==> src/rtl/seg_scan_driver.sv <==
// rtl/seg_scan_driver.sv - multiplexed seven-segment driver with double-buffered valid/ready updates
// Optional leading-zero suppression is built when SEG_SCAN_LZ_BLANK_EN is defined.
module seg_scan_driver #(
    parameter int NUM_DIGITS   = 4,
    parameter int TICK_DIV     = 100000,
    parameter int BLANK_CYCLES = 8
) (
    input  logic                      clk,
    input  logic                      rst_n,
    input  logic [4*NUM_DIGITS-1:0]   upd_data,
    input  logic [NUM_DIGITS-1:0]     upd_dp,
    input  logic                      upd_valid,
    output logic                      upd_ready,
    output logic [6:0]                seg_n,
    output logic                      dp_n,
    output logic [NUM_DIGITS-1:0]     an_n,
    output logic                      frame_done
);

    localparam int IDX_W     = (NUM_DIGITS > 1) ? $clog2(NUM_DIGITS) : 1;
    // A zero blanking request still costs the one index-advance cycle.
    localparam int BLANK_LEN = (BLANK_CYCLES < 1) ? 1 : BLANK_CYCLES;
    localparam int CNT_MAX   = (TICK_DIV > BLANK_LEN) ? TICK_DIV : BLANK_LEN;
    localparam int CNT_W     = $clog2(CNT_MAX + 1);

    localparam logic [CNT_W-1:0] SHOW_LAST  = CNT_W'(TICK_DIV - 1);
    localparam logic [CNT_W-1:0] BLANK_LAST = CNT_W'(BLANK_LEN - 1);
    localparam logic [IDX_W-1:0] IDX_LAST   = IDX_W'(NUM_DIGITS - 1);

    typedef enum logic {
        ST_BLANK,
        ST_SHOW
    } state_t;

    state_t                         state;
    logic [CNT_W-1:0]               cnt;
    logic [IDX_W-1:0]               idx;
    logic [NUM_DIGITS-1:0][3:0]     disp_data;
    logic [NUM_DIGITS-1:0]          disp_dp;
    logic [NUM_DIGITS-1:0][3:0]     pend_data;
    logic [NUM_DIGITS-1:0]          pend_dp;
    logic [6:0]                     cur_seg;

    function automatic logic [6:0] seg_decode(input logic [3:0] v);
        logic [6:0] s;
        case (v)
            4'h0: s = 7'h40;
            4'h1: s = 7'h79;
            4'h2: s = 7'h24;
            4'h3: s = 7'h30;
            4'h4: s = 7'h19;
            4'h5: s = 7'h12;
            4'h6: s = 7'h02;
            4'h7: s = 7'h78;
            4'h8: s = 7'h00;
            4'h9: s = 7'h10;
            4'hA: s = 7'h08;
            4'hB: s = 7'h03;
            4'hC: s = 7'h46;
            4'hD: s = 7'h21;
            4'hE: s = 7'h06;
            default: s = 7'h0E;
        endcase
        return s;
    endfunction

`ifdef SEG_SCAN_LZ_BLANK_EN
    logic [NUM_DIGITS-1:0] lz_mask;

    // A digit is suppressed while it and every digit to its left are zero.
    always_comb begin
        logic zero_run;
        zero_run = 1'b1;
        lz_mask  = '0;
        for (int i = NUM_DIGITS - 1; i >= 0; i--) begin
            zero_run   = zero_run && (disp_data[i] == 4'h0);
            lz_mask[i] = zero_run && (i != 0);
        end
    end
`endif

    always_comb begin
        cur_seg = seg_decode(disp_data[idx]);
`ifdef SEG_SCAN_LZ_BLANK_EN
        if (lz_mask[idx]) begin
            cur_seg = 7'h7F;
        end
`endif
    end

    // Outputs are registered from the current state, so they trail the FSM by one cycle.
    always_ff @(posedge clk or negedge rst_n) begin
        if (!rst_n) begin
            state      <= ST_BLANK;
            cnt        <= '0;
            idx        <= '0;
            disp_data  <= '0;
            disp_dp    <= '0;
            pend_data  <= '0;
            pend_dp    <= '0;
            upd_ready  <= 1'b1;
            seg_n      <= 7'h7F;
            dp_n       <= 1'b1;
            an_n       <= '1;
            frame_done <= 1'b0;
        end else begin
            frame_done <= 1'b0;

            if (upd_valid && upd_ready) begin
                pend_data <= upd_data;
                pend_dp   <= upd_dp;
                upd_ready <= 1'b0;
            end

            case (state)
                ST_BLANK: begin
                    an_n  <= '1;
                    seg_n <= 7'h7F;
                    dp_n  <= 1'b1;
                    if (cnt == BLANK_LAST) begin
                        cnt   <= '0;
                        state <= ST_SHOW;
                    end else begin
                        cnt <= cnt + 1'b1;
                    end
                end
                ST_SHOW: begin
                    an_n  <= ~(NUM_DIGITS'(1) << idx);
                    seg_n <= cur_seg;
                    dp_n  <= ~disp_dp[idx];
                    if (cnt == SHOW_LAST) begin
                        cnt   <= '0;
                        state <= ST_BLANK;
                        if (idx == IDX_LAST) begin
                            idx        <= '0;
                            frame_done <= 1'b1;
                            // Commit only at the wrap so a frame never mixes old and new digits.
                            if (!upd_ready) begin
                                disp_data <= pend_data;
                                disp_dp   <= pend_dp;
                                upd_ready <= 1'b1;
                            end
                        end else begin
                            idx <= idx + 1'b1;
                        end
                    end else begin
                        cnt <= cnt + 1'b1;
                    end
                end
                default: begin
                    state <= ST_BLANK;
                    cnt   <= '0;
                end
            endcase
        end
    end

endmodule
==> config.mk <==
export PLATFORM = sky130hd
export DESIGN_NAME = seg_scan_driver
export DESIGN_NICKNAME = d
export VERILOG_FILES = /design/src/rtl/seg_scan_driver.sv
export SDC_FILE = /design/constraint.sdc
export NUM_CORES = 1
export LEC_CHECK = 0
export ABC_AREA = 1
export ABC_CLOCK_PERIOD_IN_PS = 5300
export CAP_MARGIN = 10
export CORE_ASPECT_RATIO = 2
export CORE_UTILIZATION = 60
export DETAILED_ROUTE_END_ITERATION = 10
export HOLD_SLACK_MARGIN = 0.15
export PLACE_DENSITY = 0.87
export SYNTH_ARGS = -nofsm -noshare
export SYNTH_HDL_FRONTEND = slang
export SYNTH_SLANG_ARGS = --single-unit
export TNS_END_PERCENT = 50
==> constraint.sdc <==
create_clock -name clk -period 5.3 [get_ports clk]
set_clock_uncertainty 0.15 [all_clocks]
set_input_delay 1.06 -clock clk [delete_from_list [all_inputs] [get_ports clk]]
set_output_delay 1.06 -clock clk [all_outputs]
set_load 0.03 [all_outputs]
==> Word-level counts from Yosys, hierarchy flattened <==
Memories as Yosys holds them, arrays and structs flattened.
Index checks and enable logic that the tools add are counted.
{ "word_totals": {"input_bits": 23, "latchBits": 0, "romBits": 112, "memories": 1, "mem_bits_rw": 0, "register_bits": 74, "elab_cells": 55} }
{ "mem_list": {"columns": ["memory", "words", "word_bits", "rd", "rd_ports_with_merged_regs", "write_ports", "line_no", "rtl"], "rows": [
  ["(no name shown)", 16, 7, 1, 0, 0, "46", "case (v)"]
]} }
{ "op_classes": {"n_mux": 22, "div": 0, "n_reduce_logical": 3, "n_addsub": 2, "bitwise": 4, "shifts": 1, "mul": 0, "eq_ne": 3, "magnitude_cmp": 1} }
{ "ops": {"columns": ["cell", "count"], "rows": [
  ["$mux 17", 2],
  ["$pmux 17 s2", 1],
  ["$add 17x1->17 const B", 1],
  ["$eq 17x17->1 const B", 1],
  ["$eq 17x3->1 const B", 1],
  ["$pmux 7 s2", 1],
  ["$mux 1", 11],
  ["$bmux 4 s2", 1],
  ["$pmux 4 s2", 1],
  ["$mux 4", 1],
  ["$not 4->4", 1],
  ["$pmux 1 s2", 2],
  ["$reduce_and 4->1", 1],
  ["$shl 1x2->4 const A", 1],
  ["$lt 2x3->1 const B", 1],
  ["$not 1->1", 3],
  ["$add 2x1->2 const B", 1],
  ["$bmux 1 s2", 1],
  ["$eq 2x2->1 const B", 1],
  ["$mux 2", 1],
  ["$reduce_and 2->1", 1],
  ["$logic_and 1x1->1", 1]
]} }

==> Logic depth before layout (Yosys ltp) <==
Gate-level depths: netlist of run 1.
{ "depth": {"word_depth": 6, "mapped_depth": 11, "depth_no_buf": 10} }

==> Worst setup path before layout of run 1 <==
No wires, ideal clock.
{ "synth_timing": {"path_type": "input port to flip-flop", "startpoint": "input upd_valid", "endpoint": "register pend_data[0] in the netlist's numbering", "n_path_buf": 1, "path_stages": 3, "slack_ps": 3375, "arrival_ps": 1651, "path_cell_list": "nand2_1 buf_2 mux2_2"} }
{ "synth_via": {"elab_chain_len": 1} }
{ "synth_lines": {"columns": ["item", "line_no", "rtl"], "rows": [
  ["start, declared", "12", "input logic upd_valid,"],
  ["$logic_and 1x1->1", "109", "if (upd_valid && upd_ready) begin"],
  ["end signal, assigned", "110", "pend_data <= upd_data;"],
  ["end, declared", "40", "logic [NUM_DIGITS-1:0][3:0] pend_data;"]
]} }
Every way passes these cells.
A chain may end at the register's enable or synchronous reset.

==> Worst setup path after layout of run 1 <==
{ "layout_timing": {"startpoint": "register upd_ready", "endpoint": "output upd_ready"} }
{ "layout_lines": {"columns": ["item", "line_no", "rtl"], "rows": [
  ["start, declared", "13", "output logic upd_ready,"],
  ["start signal, assigned", "101", "upd_ready <= 1'b1;"],
  ["start signal, assigned", "112", "upd_ready <= 1'b0;"],
  ["start signal, assigned", "141", "upd_ready <= 1'b1;"]
]} }
No word-level cell between the ends.

==> results of run 1 <==
## how the worst max path moves through the flow
stage / endpoint / slack, ns / cells after the start
CTS: upd_ready / 2.50 / 1
global route: upd_ready / 2.49 / 1
finish: upd_ready / 2.51 / 1
detailed placement: pend_data[13] / 2.53 / 3
global placement: pend_data[14] / 2.58 / 3
floorplan: pend_data[0] / 3.37 / 3
## cell type report
class,instances,area share
clock buffer,9,0.0527
clock inverter,7,0.0275
inverter,29,0.0255
multi-input combinational,287,0.354
sequential,74,0.437
tap,61,0.0179
timing repair buffer,37,0.0850
## power by group through the flow
stage          Clock, mW  Sequential (mW)  Combinational (mW)
2_1_floorplan          0            0.599              0.0152
3_3_place_gp           0            0.601              0.0420
3_5_place_dp           0            0.603              0.0450
4_1_cts            0.696            0.593              0.0454
5_1_grt            0.721            0.595              0.0491
6_report           0.689            0.594              0.0438
## cell usage in the layout, fill, tap and decap left out
cell type        synthesis  routed
nor3_2                   1       1
a21oi_1                  3       3
clkbuf_16                0       9
clkinv_2                 0       1
o21ai_0                 10      10
dfstp_2                 13      13
ha_1                    11      11
buf_4                    0       1
o22ai_1                  1       1
xnor2_1                  2       2
nand3b_1                 1       1
nor3_1                   1       1
clkinvlp_4               0       3
inv_2                    1       1
buf_2                    7       1
nand4_1                  4       4
clkdlybuf4s50_1          0      35
bufinv_16                0       3
nor2_2                   1       1
nor4_1                   1       1
xor2_1                   8       8
nor2_4                   2       2
nand2_2                  1       1
nand2_1                 79      79
nand3_4                  1       1
dfrtp_1                 61      61
nor2_1                 105     105
o211ai_1                 1       1
inv_1                   28      28
nand3_2                  3       3
mux2_2                  20      20
nand3_1                 31      31
## cells by family (layout without fill, tap and decap cells)
family / count (synthesis) / in the layout / share of synthesized area
mux: 20 / 20 / 0.0634
flops: 74 / 74 / 0.526
buf+inv: 40 / 82 / 0.0493
fa+ha+maj: 11 / 11 / 0.0387
compound gates: 15 / 15 / 0.0222
simple gates: 231 / 231 / 0.276
xor+xnor: 10 / 10 / 0.0246
## state kept, by name, summed over array words and instances, names as in the netlist
register    count
dp_n            1
idx             2
an_n            4
pend_dp         4
disp_data      16
disp_dp         4
cnt            17
frame_done      1
pend_data      16
state           1
upd_ready       1
seg_n           7
## through the flow
stage                     area, um2  cells  hold WS, ns
after CTS                      4270    504        0.349
after detailed placement       3930    488        0.335
final                          4270    504        0.345
after global routing           4270    504        0.362
after global placement         3930    488        0.321
after floorplan                3550    401        0.305
## per-layer routing
layer / share of wire / up-vias / routed length [um] / GRT usage
met3: 0.041 / 29 / 301 / 0.0747
met1: 0.34 / 1364 / 2520 / 0.273
met4: 0.039 / 0 / 290 / 0.166
met5: 0 / - / 0 / 0
li1: - / 1346 / - / -
met2: 0.58 / 112 / 4270 / 0.468
==> results_dict.tcl, run 1 <==
set metrics [dict create \
    grt_first_pass_wirelength_mm 12.8 \
    cts_buffer_depth 2 \
    coreArea_um2 5710 \
    synth_most_common_cell "nor2_1" \
    post-place-ws_ns 2.53 \
    timing.rr.start "idx[0]" \
    yosys_warnings 0 \
    viasPerCell 5.66 \
    drtAntennaViolNets 0 \
    outcome "completed" \
    synth_cell_types 29 \
    final-setup-viol-count 0 \
    cts_sinks 74 \
    yosysTopAreaCell "dfrtp_1" \
    clkTransAtPathRegs_ns 0.06 \
    synth_seq_cells 74 \
    fill_cells 407 \
    io_buffers 36 \
    hold_buffers 0 \
    num_rows 39 \
    routed_wl_mm 7.39 \
    holdCritStartpoint "cnt[0]" \
    grt.overflow.total 0 \
    dieArea_um2 6250 \
    synthTopCellsByArea "dfrtp_1 (43%), nor2_1 (11%), dfstp_2 (9.6%)" \
    cts_buffers 9 \
    drive_gt1_frac 0.138 \
    multiInputGateArea_um2 1510 \
    synth.top_cell.area_share 0.429 \
    r2r_cells 6 \
    crit_start "upd_ready" \
    regArea_um2 1870 \
    layout-area-overhead-vs-synth_pct 20.1 \
    dr_total_vias 2851 \
    cts_tree "done" \
    setup_ws_ns 2.51 \
    worstPathCellList "clkdlybuf4s50_1" \
    max_freq_mhz 359 \
    power_density_nw_per_um2 311 \
    required_ns 4.09 \
    slowest_delay_ns 0.67 \
    synth_edf_count 0 \
    seq_area_frac_synth 0.526 \
    ir_drop_mv 0.474 \
    leakagePower_nw 2.06 \
    drcViolationCount 0 \
    switching_share 0.195 \
    cts_setup_buffers 0 \
    hold_class "flop to flop" \
    htree_levels 3 \
    dp_hpwl_mm 5.20 \
    period_needed_ns 2.79 \
    cts.repair.resized 0 \
    grt_util_all_layers 0.269 \
    crit_family "buffers and inverters" \
    wl_per_cell_um 14.7 \
    setup_tns_ns 0 \
    end_kind "output port" \
    total_power_mw 1.33 \
    hold_viol 0 \
    syn_area_per_cell_um2 8.86 \
    ios 37 \
    ys_top_cells_by_count "nor2_1 (105), nand2_1 (79), dfrtp_1 (61), nand3_1 (31), inv_1 (28)" \
    synth_nets 435 \
    gp_congestion 0.932 \
    post-route-period-util 0.526 \
    synth_area_um2 3550 \
    synth_ff_type "dfrtp_1" \
    min_path_cells 1 \
    first_pass_iters 5 \
    holdPathEnd "cnt[0]" \
    seqPwrFrac 0.447 \
    clock_power_share 0.520 \
    clkLatencyLatePin_ns 0.34 \
    crit_arrival_ns 1.58 \
    drt_iter0_markers 118 \
    synthArstFlopShare 1.00 \
    cp_slowest_cell "clkdlybuf4s50_1" \
    tightest_slew_ns 0.796 \
    cp_max_fo 4 \
    nets 472 \
    rrSetupSlack_ns 2.68 \
    antenna_cells 0 \
    grt_max_degree 41 \
    cts_root_buffer "clkbuf_16" \
    p_sw_uw 258 \
    cap_violations 0 \
    report.final.slew_viol_count 0 \
    combinationalPowerShare 0.033 \
    post-route-util 0.748 \
    critPathLaunchType "flop" \
    grt_pass1_vias 2931 \
    cp.buffers_inverters 1 \
    synthCells 401 \
    r2r_end "disp_data[4]" \
    die_y_um 111 \
    start_util 0.623 \
    slew_headroom 0.467 \
    die_w_um 56.4 \
    grt_setup_unrepaired "no" \
    antenna_found_initial 0 \
    p_int_mw 1.07 \
    path_class "flop to output port" \
]
Power figures use the tool's default switching activity.
==> run 2: changes to the inputs <==
--- a/config.mk
+++ b/config.mk
@@ -6,13 +6,13 @@
 export NUM_CORES = 1
 export LEC_CHECK = 0
 export ABC_AREA = 1
-export ABC_CLOCK_PERIOD_IN_PS = 5300
+export ABC_CLOCK_PERIOD_IN_PS = 2800
 export CAP_MARGIN = 10
 export CORE_ASPECT_RATIO = 2
-export CORE_UTILIZATION = 60
+export CORE_UTILIZATION = 56
 export DETAILED_ROUTE_END_ITERATION = 10
 export HOLD_SLACK_MARGIN = 0.15
-export PLACE_DENSITY = 0.87
+export PLACE_DENSITY = 0.82
 export SYNTH_ARGS = -nofsm -noshare
 export SYNTH_HDL_FRONTEND = slang
 export SYNTH_SLANG_ARGS = --single-unit
==> constraint.sdc (replaced) <==
create_clock -name clk -period 2.8 [get_ports clk]
set_clock_uncertainty 0.15 [all_clocks]
set_input_delay 0.56 -clock clk [delete_from_list [all_inputs] [get_ports clk]]
set_output_delay 0.56 -clock clk [all_outputs]
set_load 0.03 [all_outputs]
==> results_dict.tcl, run 2 (synthesis gave the netlist of run 1 again) <==
set metrics [dict create \
    outcome "completed" \
    instances_no_fill 530 \
    period_needed_ns 2.28 \
    cp.buffers_inverters 1 \
    p_int_mw 1.79 \
    slew_headroom 0.577 \
    grt.overflow.total 0 \
    coreArea_um2 6060 \
    cp_max_fo 4 \
    grt_util_all_layers 0.243 \
    dp_hpwl_mm 5.16 \
    gp_congestion 0.920 \
    num_rows 40 \
    clock_power_share 0.464 \
    start_util 0.587 \
    hold_viol 0 \
    leakagePower_nw 2.06 \
    holdWs_ns 0.351 \
    grt_pass1_vias 2763 \
    crit_arrival_ns 1.57 \
    grt_first_pass_wirelength_mm 12.1 \
    tightest_slew_ns 0.635 \
    min_path_cells 2 \
    max_freq_mhz 438 \
    dp_cells 515 \
    antenna_found_initial 0 \
    drcViolationCount 0 \
    top_register "cnt" \
    r2r_cells 10 \
    first_pass_iters 5 \
    post-route-period-util 0.816 \
    slowest_delay_ns 0.68 \
    holdCritStartpoint "disp_data[2]" \
    highest-signal-layer "met4" \
    top_regs "cnt (17), disp_data (16), pend_data (16)" \
    final_common_cell "nor2_1" \
    cts_buffers 9 \
    critPathLaunchType "flop" \
    wl_per_cell_um 13.5 \
    path_class "flop to output port" \
    power_density_nw_per_um2 527 \
    htree_levels 3 \
    layout-area-overhead-vs-synth_pct 20.0 \
    required_ns 2.09 \
    die_y_um 115 \
    wl_met1_mm 2.63 \
    grt_setup_unrepaired "no" \
    cts_setup_buffers 0 \
    io_buffers 36 \
    clkTransAtPathRegs_ns 0.05 \
    drive_gt1_frac 0.139 \
    grt_max_degree 29 \
    switching_share 0.205 \
    p_sw_uw 461 \
    drt_iter0_markers 118 \
    cts_sinks 74 \
    dieArea_um2 6690 \
    setup_tns_ns 0 \
    holdPathEnd "disp_data[2]" \
    total_power_mw 2.25 \
    worstPathCellList "clkdlybuf4s50_1" \
    dr_total_vias 2789 \
    seqPwrFrac 0.498 \
    nets 477 \
    ios 37 \
    drtAntennaViolNets 0 \
    cts_root_buffer "clkbuf_16" \
    cap_violations 0 \
    largest_register_ffs 17 \
    cp_slowest_cell "clkdlybuf4s50_1" \
    antenna_cells 0 \
    r2r_end "seg_n[5]" \
    final_cell_mix "nor2_1 (105), nand2_1 (79), dfrtp_1 (61)" \
    ir_drop_mv 0.537 \
    final-setup-viol-count 0 \
    rrSetupSlack_ns 0.66 \
    viasPerCell 5.26 \
    end_kind "output port" \
    wl_met2_mm 3.98 \
    die_w_um 58.3 \
    clkLatencyLatePin_ns 0.33 \
    combinationalPowerShare 0.037 \
    report.final.slew_viol_count 0 \
    cts_buffer_depth 2 \
    hold_class "flop to flop" \
    routed_wl_mm 7.14 \
    timing.rr.start "idx[0]" \
    dr_wl_met3_um 279 \
    crit_family "buffers and inverters" \
    cts_tree "done" \
]
run 2: cell types whose count changed in the layout (fill, tap and decap cells not counted):
cell           delta
buf_4             +4
bufinv_16         -3
clkbuf_8          +2
clkinv_1          +1
clkinvlp_4        -2
dlygate4sd3_1     +1
run 2: stage by stage:
stage / util / setup WS [ns] / instance area, um2
CTS: 0.704 / 0.499 / 4270
finish: 0.704 / 0.516 / 4270
floorplan: - / 1.12 / 3550
global route: 0.704 / 0.493 / 4270
detailed placement: 0.658 / 0.680 / 3990
global placement: 0.658 / 0.792 / 3990
run 2: per-layer routing:
metal,vias to the layer above,global-route usage
met4,0,0.129
met3,28,0.0667
met1,1330,0.251
met2,77,0.432
li1,1354,-
met5,-,0
run 2: final cells by class:
type,instances,area [um2]
flip-flops and latches,74,1870
fillers,476,1790
multi-input cells,287,1510
repair buffers,42,403
clock buffers,11,253
inverters,29,109
well taps,84,105
clock inverters,3,16.3
run 2: power by group through the flow:
stage	Clock (mW)	Combinational, mW	Sequential, mW
finish	1.04	0.0836	1.12
global route	1.10	0.0929	1.12
CTS	1.06	0.0860	1.12
detailed placement	0	0.0844	1.14
global placement	0	0.0810	1.14
floorplan	0	0.0287	1.13
run 2: worst reg2reg max path, cell delays in order, from the launching register on:
cell     delay (ns)
dfrtp_1        0.62
inv_2          0.21
nand2_1        0.11
nand3_1        0.08
nand2_1        0.22
inv_1          0.13
ha_1           0.23
nand3_1        0.14
nand2_1        0.08
nand2_1        0.06
nand3_1        0.07
run 2: worst max path at each step:
stage,end,startpoint,slack [ns],cells after the start
floorplan,seg_n[5],idx[0],1.12,10
global placement,seg_n[5],idx[0],0.79,10
detailed placement,seg_n[5],idx[0],0.68,10
CTS,upd_ready,upd_ready,0.50,1
global route,upd_ready,upd_ready,0.49,1
finish,upd_ready,upd_ready,0.52,1
run 2: repair_timing:
action	4_1_cts	5_1_grt
hold endpoints to repair	15	0
hold buffers	1	0
gates resized for setup	0	0
==> run 3: changes to the inputs <==
--- a/config.mk
+++ b/config.mk
@@ -6,13 +6,13 @@
 export NUM_CORES = 1
 export LEC_CHECK = 0
 export ABC_AREA = 1
-export ABC_CLOCK_PERIOD_IN_PS = 2800
+export ABC_CLOCK_PERIOD_IN_PS = 2100
 export CAP_MARGIN = 10
 export CORE_ASPECT_RATIO = 2
-export CORE_UTILIZATION = 56
+export CORE_UTILIZATION = 51
 export DETAILED_ROUTE_END_ITERATION = 10
 export HOLD_SLACK_MARGIN = 0.15
-export PLACE_DENSITY = 0.82
+export PLACE_DENSITY = 0.79
 export SYNTH_ARGS = -nofsm -noshare
 export SYNTH_HDL_FRONTEND = slang
 export SYNTH_SLANG_ARGS = --single-unit
==> constraint.sdc (replaced) <==
create_clock -name clk -period 2.1 [get_ports clk]
set_clock_uncertainty 0.15 [all_clocks]
set_input_delay 0.42 -clock clk [delete_from_list [all_inputs] [get_ports clk]]
set_output_delay 0.42 -clock clk [all_outputs]
set_load 0.03 [all_outputs]
==> results_dict.tcl, run 3 (synthesis gave the netlist of run 1 again) <==
set metrics [dict create \
    cts_buffers 9 \
    cap_violations 0 \
    die_w_um 61.0 \
    grt_util_all_layers 0.236 \
    cp.buffers_inverters 1 \
    combinationalPowerShare 0.034 \
    crit_family "buffers and inverters" \
    post-route-period-util 0.989 \
    dr_total_vias 2812 \
    slowest_delay_ns 0.66 \
    grt.overflow.total 0 \
    crit_arrival_ns 1.51 \
    grt_first_pass_wirelength_mm 12.6 \
    worstPathCellList "clkdlybuf4s50_1" \
    clkLatencyLatePin_ns 0.34 \
    final_common_cell "nor2_1" \
    setup_tns_ns 0 \
    gp_congestion 0.968 \
    antenna_cells 0 \
    start_util 0.533 \
    tightest_slew_ns 0.394 \
    layout-area-overhead-vs-synth_pct 24.6 \
    outcome "completed" \
    drcViolationCount 0 \
    io_buffers 36 \
    max_freq_mhz 482 \
    report.final.slew_viol_count 0 \
    final-setup-viol-count 0 \
    instances_no_fill 540 \
    slew_headroom 0.735 \
    cts_root_buffer "clkbuf_16" \
    cts_sinks 74 \
    die_y_um 120 \
    top_register "cnt" \
    critPathLaunchType "flop" \
    first_pass_iters 4 \
    htree_levels 3 \
    holdWs_ns 0.350 \
    antenna_found_initial 0 \
    clkTransAtPathRegs_ns 0.05 \
    required_ns 1.53 \
    drtAntennaViolNets 0 \
    top_regs "cnt (17), disp_data (16), pend_data (16)" \
    power_density_nw_per_um2 763 \
    dp_cells 523 \
    cts_tree "done" \
    cts_buffer_depth 2 \
    dp_hpwl_mm 5.36 \
    hold_class "flop to flop" \
    end_kind "output port" \
    cp_slowest_cell "clkdlybuf4s50_1" \
    dieArea_um2 7330 \
    switching_share 0.189 \
    grt_max_degree 40 \
    p_sw_uw 640 \
    grt_pass1_vias 2924 \
    post-route-util 0.664 \
    fill_cells 534 \
    cp_max_fo 1 \
    ios 37 \
    clock_power_share 0.524 \
    final_cell_mix "nor2_1 (105), nand2_1 (79), dfrtp_1 (60)" \
    drive_gt1_frac 0.155 \
    viasPerCell 5.21 \
    period_needed_ns 2.08 \
    leakagePower_nw 2.15 \
    routed_wl_mm 7.19 \
    coreArea_um2 6670 \
    wl_per_cell_um 13.3 \
    grt_setup_unrepaired "no" \
    largest_register_ffs 17 \
    ir_drop_mv 0.728 \
    num_rows 42 \
    path_class "flop to output port" \
    hold_viol 0 \
    p_int_mw 2.74 \
    nets 481 \
    drt_iter0_markers 137 \
    cts_setup_buffers 0 \
    seqPwrFrac 0.442 \
]
[run 3: layout make-up]
class                      count  area (um2)  share of cell area
sequential                    74        1870               0.422
multi-input combinational    287        1510               0.341
timing repair buffer          46         479               0.108
clock buffer                  10         239              0.0539
clock inverter                 6         113              0.0254
tap                           88         110              0.0249
inverter                      29         109              0.0246
[run 3: metal layers]
layer | global-route usage | vias to the layer above | routed length [um]
li1 | - | 1360 | -
met4 | 0.183 | 0 | 485
met5 | 0 | - | 0
met2 | 0.394 | 93 | 4010
met1 | 0.235 | 1312 | 2410
met3 | 0.0560 | 47 | 292
[run 3: path summary, 6_finish.rpt]
| kind | from | slack, ns | cells after the start | to |
|---|---|---|---|---|
| hold / removal | disp_data[8] | 0.35 | 2 | disp_data[8] |
| max in group asynchronous | rst_n | 0.84 | 3 | pend_data[1] |
| min in group asynchronous | rst_n | 0.36 | 2 | cnt[10] |
| setup / recovery | seg_n[6] | 0.02 | 1 | seg_n[6] |
| setup reg to reg | idx[0] | 0.22 | 10 | seg_n[6] |
| hold reg to reg | disp_data[8] | 0.35 | 2 | disp_data[8] |
[run 3: power by group through the flow]
| stage | Sequential (mW) | Clock, mW | Combinational [mW] |
|---|---|---|---|
| 4_1_cts | 1.50 | 1.80 | 0.118 |
| 5_1_grt | 1.50 | 1.86 | 0.128 |
| 2_1_floorplan | 1.51 | 0 | 0.0383 |
| 3_3_place_gp | 1.52 | 0 | 0.111 |
| 3_5_place_dp | 1.52 | 0 | 0.115 |
| 6_report | 1.50 | 1.77 | 0.114 |
[run 3: worst reg2reg max path: stages (launching register included)]
cell and delay [ns]:
dfrtp_2 0.47, inv_2 0.19, nand2_1 0.09, nand3_1 0.07
nand2_1 0.15, inv_1 0.15, ha_1 0.18, nand3_1 0.14
nand2_1 0.11, nand2_1 0.06, nand3_1 0.08
[run 3: timing repair]
action / 4_1_cts / 5_1_grt
hold buffers: 1 / 0
hold endpoints to repair: 12 / 0
gates resized for setup: 1 / 5
setup endpoints to repair: 1 / 7
[run 3: through the flow]
step	power (mW)	setup slack [ns]	instance area, um2
after floorplan	1.55	0.420	3550
after global placement	1.63	0.294	4060
after detailed placement	1.63	0.191	4060
after CTS	3.41	0.00579	4420
after global routing	3.48	0.00403	4430
final	3.38	0.0239	4430
==> RTL edit (config.mk and constraints of run 3) <==
Add a define of `SEG_SCAN_LZ_BLANK_EN`.
--- a/src/rtl/seg_scan_driver.sv
+++ b/src/rtl/seg_scan_driver.sv
@@ -2,2 +2,4 @@
 // Optional leading-zero suppression is built when SEG_SCAN_LZ_BLANK_EN is defined.
+`define SEG_SCAN_LZ_BLANK_EN
+
 module seg_scan_driver #(
Behaviour: same outputs for any inputs over 10 cycles, from zero or initial values and one cycle with rst_n low; that may be too few to reach the edited logic, so the function may still have changed.
==> RTL edit against run 3 <==
- final area grew 6.6%
- synthesized area grew 7.7%
- sequential cell count unchanged
- total power decreased by 2.0%
- maximum frequency increased by 0.15%
- critical endpoint is now seg_n[0]
- setup slack gained 0.0031 ns
- hold slack lost 0.035 ns
- combinational power grew 16%
- wire length increased by 13%
- register-to-register slack got worse by 0.05 ns
- core utilization shrank 1.4 points
==> RTL edit: results (changes against run 3) <==
Placed design:
- The global placement routability congestion is 0.996 (+2.9%).
- The placement-stage cell area is 4330 um2 (+6.6%).
- The detailed placer's ending HPWL is 6060 um (+13%).
- The setup slack at placement is 0.0719 ns (-0.119 ns).

Drt:
- The total routed wirelength came to 8100 um (+13%).
- The number of search-and-repair iterations in the first detailed-routing pass is 4 (unchanged).
- The iteration-0 DRC count of the detailed router is 122 (-11%).
- The average vias per placed instance is 5.00 (-4.0%).

Cells and area:
- The number of fill cells in the layout was 643 (+20%).
- The final design area excluding fillers is 4720 um2 (+6.6%).
- The net count of the finished layout came to 588 (+22%).
- The layout cell share with drive strength beyond 1 is 11.1% (-4.4 points).

Synth:
- The register area share after synthesis was 48.8% (-3.8 points).
- The number of different library cells in the post-synthesis netlist was 25 (-14%).
- The number of warnings issued by yosys came to 0 (unchanged).
- By area the synthesized netlist is led by sky130_fd_sc_hd__dfrtp_1 (40%), sky130_fd_sc_hd__nand2_1 (13%), sky130_fd_sc_hd__dfstp_2 (8.9%).
- The total nets after synthesis is 540 (+24%).
- After synthesis, the most frequently instantiated cells are sky130_fd_sc_hd__nand2_1 (130), sky130_fd_sc_hd__inv_1 (91), sky130_fd_sc_hd__nor2_1 (67), sky130_fd_sc_hd__dfrtp_1 (61), sky130_fd_sc_hd__nand3_1 (53).

CTS:
- Clock-pin slew was measured on the worst setup and hold paths at 0.06 ns.
- At the later pin of the worst-skew pair, clock insertion delay measures 0.33 ns.
- The maximum root-to-sink buffer count came to 2 (unchanged).

Global routing:
- The all-layer global routing usage was 23.2% (-0.37 points).
- The global-route wire length before repair was 14200 um (+13%).
- The maximum number of pins on one net before global-route repair is 39 (-2.5%).
- The via count of the first global-routing pass is 3343 (+14%).
- The initial antenna violation count was 0 (unchanged).
- The remaining global-route overflow was 0 (unchanged).

Worst setup path:
- The biggest cell delay along the critical path is 0.66 ns (about the same).
- The dominant delay contributor by cell family on the critical path is buffers and inverters.
- In this run the worst setup path begins at seg_n[0].

Pwr:
- The peak supply drop is 0.604 mV (-17%).
- The reported leakage power is 0.00260 uW (+21%).

STA:
- The transition time at the pin with the least slew margin came to 0.326 ns (-0.0675 ns).

Outcome:
- The run finished with clean final reports.

Worst hold path:
- The worst hold path startpoint is cnt[0].
- The class of the worst hold path is register to register.
RTL edit: cell families after synthesis:
logic type | synth area share, %
buf+inv | 11.6
flops | 48.8
simple gates | 29.4
fa+ha+maj | 3.59
compound gates | 4.48
xor+xnor | 2.06
RTL edit: repair_timing:
action,CTS,global route
endpoints found under the hold margin,63,0
gates resized for setup,1,7
pin swaps,0,0
buffers inserted,0,3
setup endpoints to repair,1,11
cloned,0,1
hold buffers,1,0
RTL edit: area by class of cell:
type | instances | area share (%)
multi-input combinational | 321 | 32.2
clock inverter | 4 | 1.54
clock buffer | 12 | 5.65
inverter | 95 | 7.63
tap | 92 | 2.44
timing repair buffer | 52 | 10.8
sequential | 74 | 39.6
timing repair inverter | 1 | 0.106
RTL edit: power by group:
| part | switching (uW) | internal [uW] | total [uW] |
|---|---|---|---|
| sequential | 12.3 | 1470 | 1480 |
| clock | 562 | 1130 | 1700 |
| combinational | 70.1 | 62.1 | 132 |
| total | 644 | 2670 | 3310 |
RTL edit: per-layer routing:
metal  vias to the layer above  part of all wire (%)  track usage [%]
li1                       1625                     -                -
met1                      1505                    36             21.8
met2                        89                    56             42.9
met3                        36                   2.9             4.30
met4                         0                   5.0             16.8
met5                         -                     0                0
RTL edit: stage by stage:
| step | cells | total power, uW |
|---|---|---|
| after floorplan | 506 | 1550 |
| after global placement | 630 | 1630 |
| after detailed placement | 630 | 1640 |
| after CTS | 647 | 3330 |
| after global routing | 651 | 3420 |
| final | 651 | 3310 |
RTL edit: final timing paths:
check	end	slack, ns	depth (start not counted)
max in group asynchronous	seg_n[6]	0.94	3
min in group asynchronous	pend_dp[1]	0.33	2
min	cnt[0]	0.32	1
max	seg_n[0]	0.03	1
min reg2reg	cnt[0]	0.32	1
max reg2reg	seg_n[0]	0.17	11
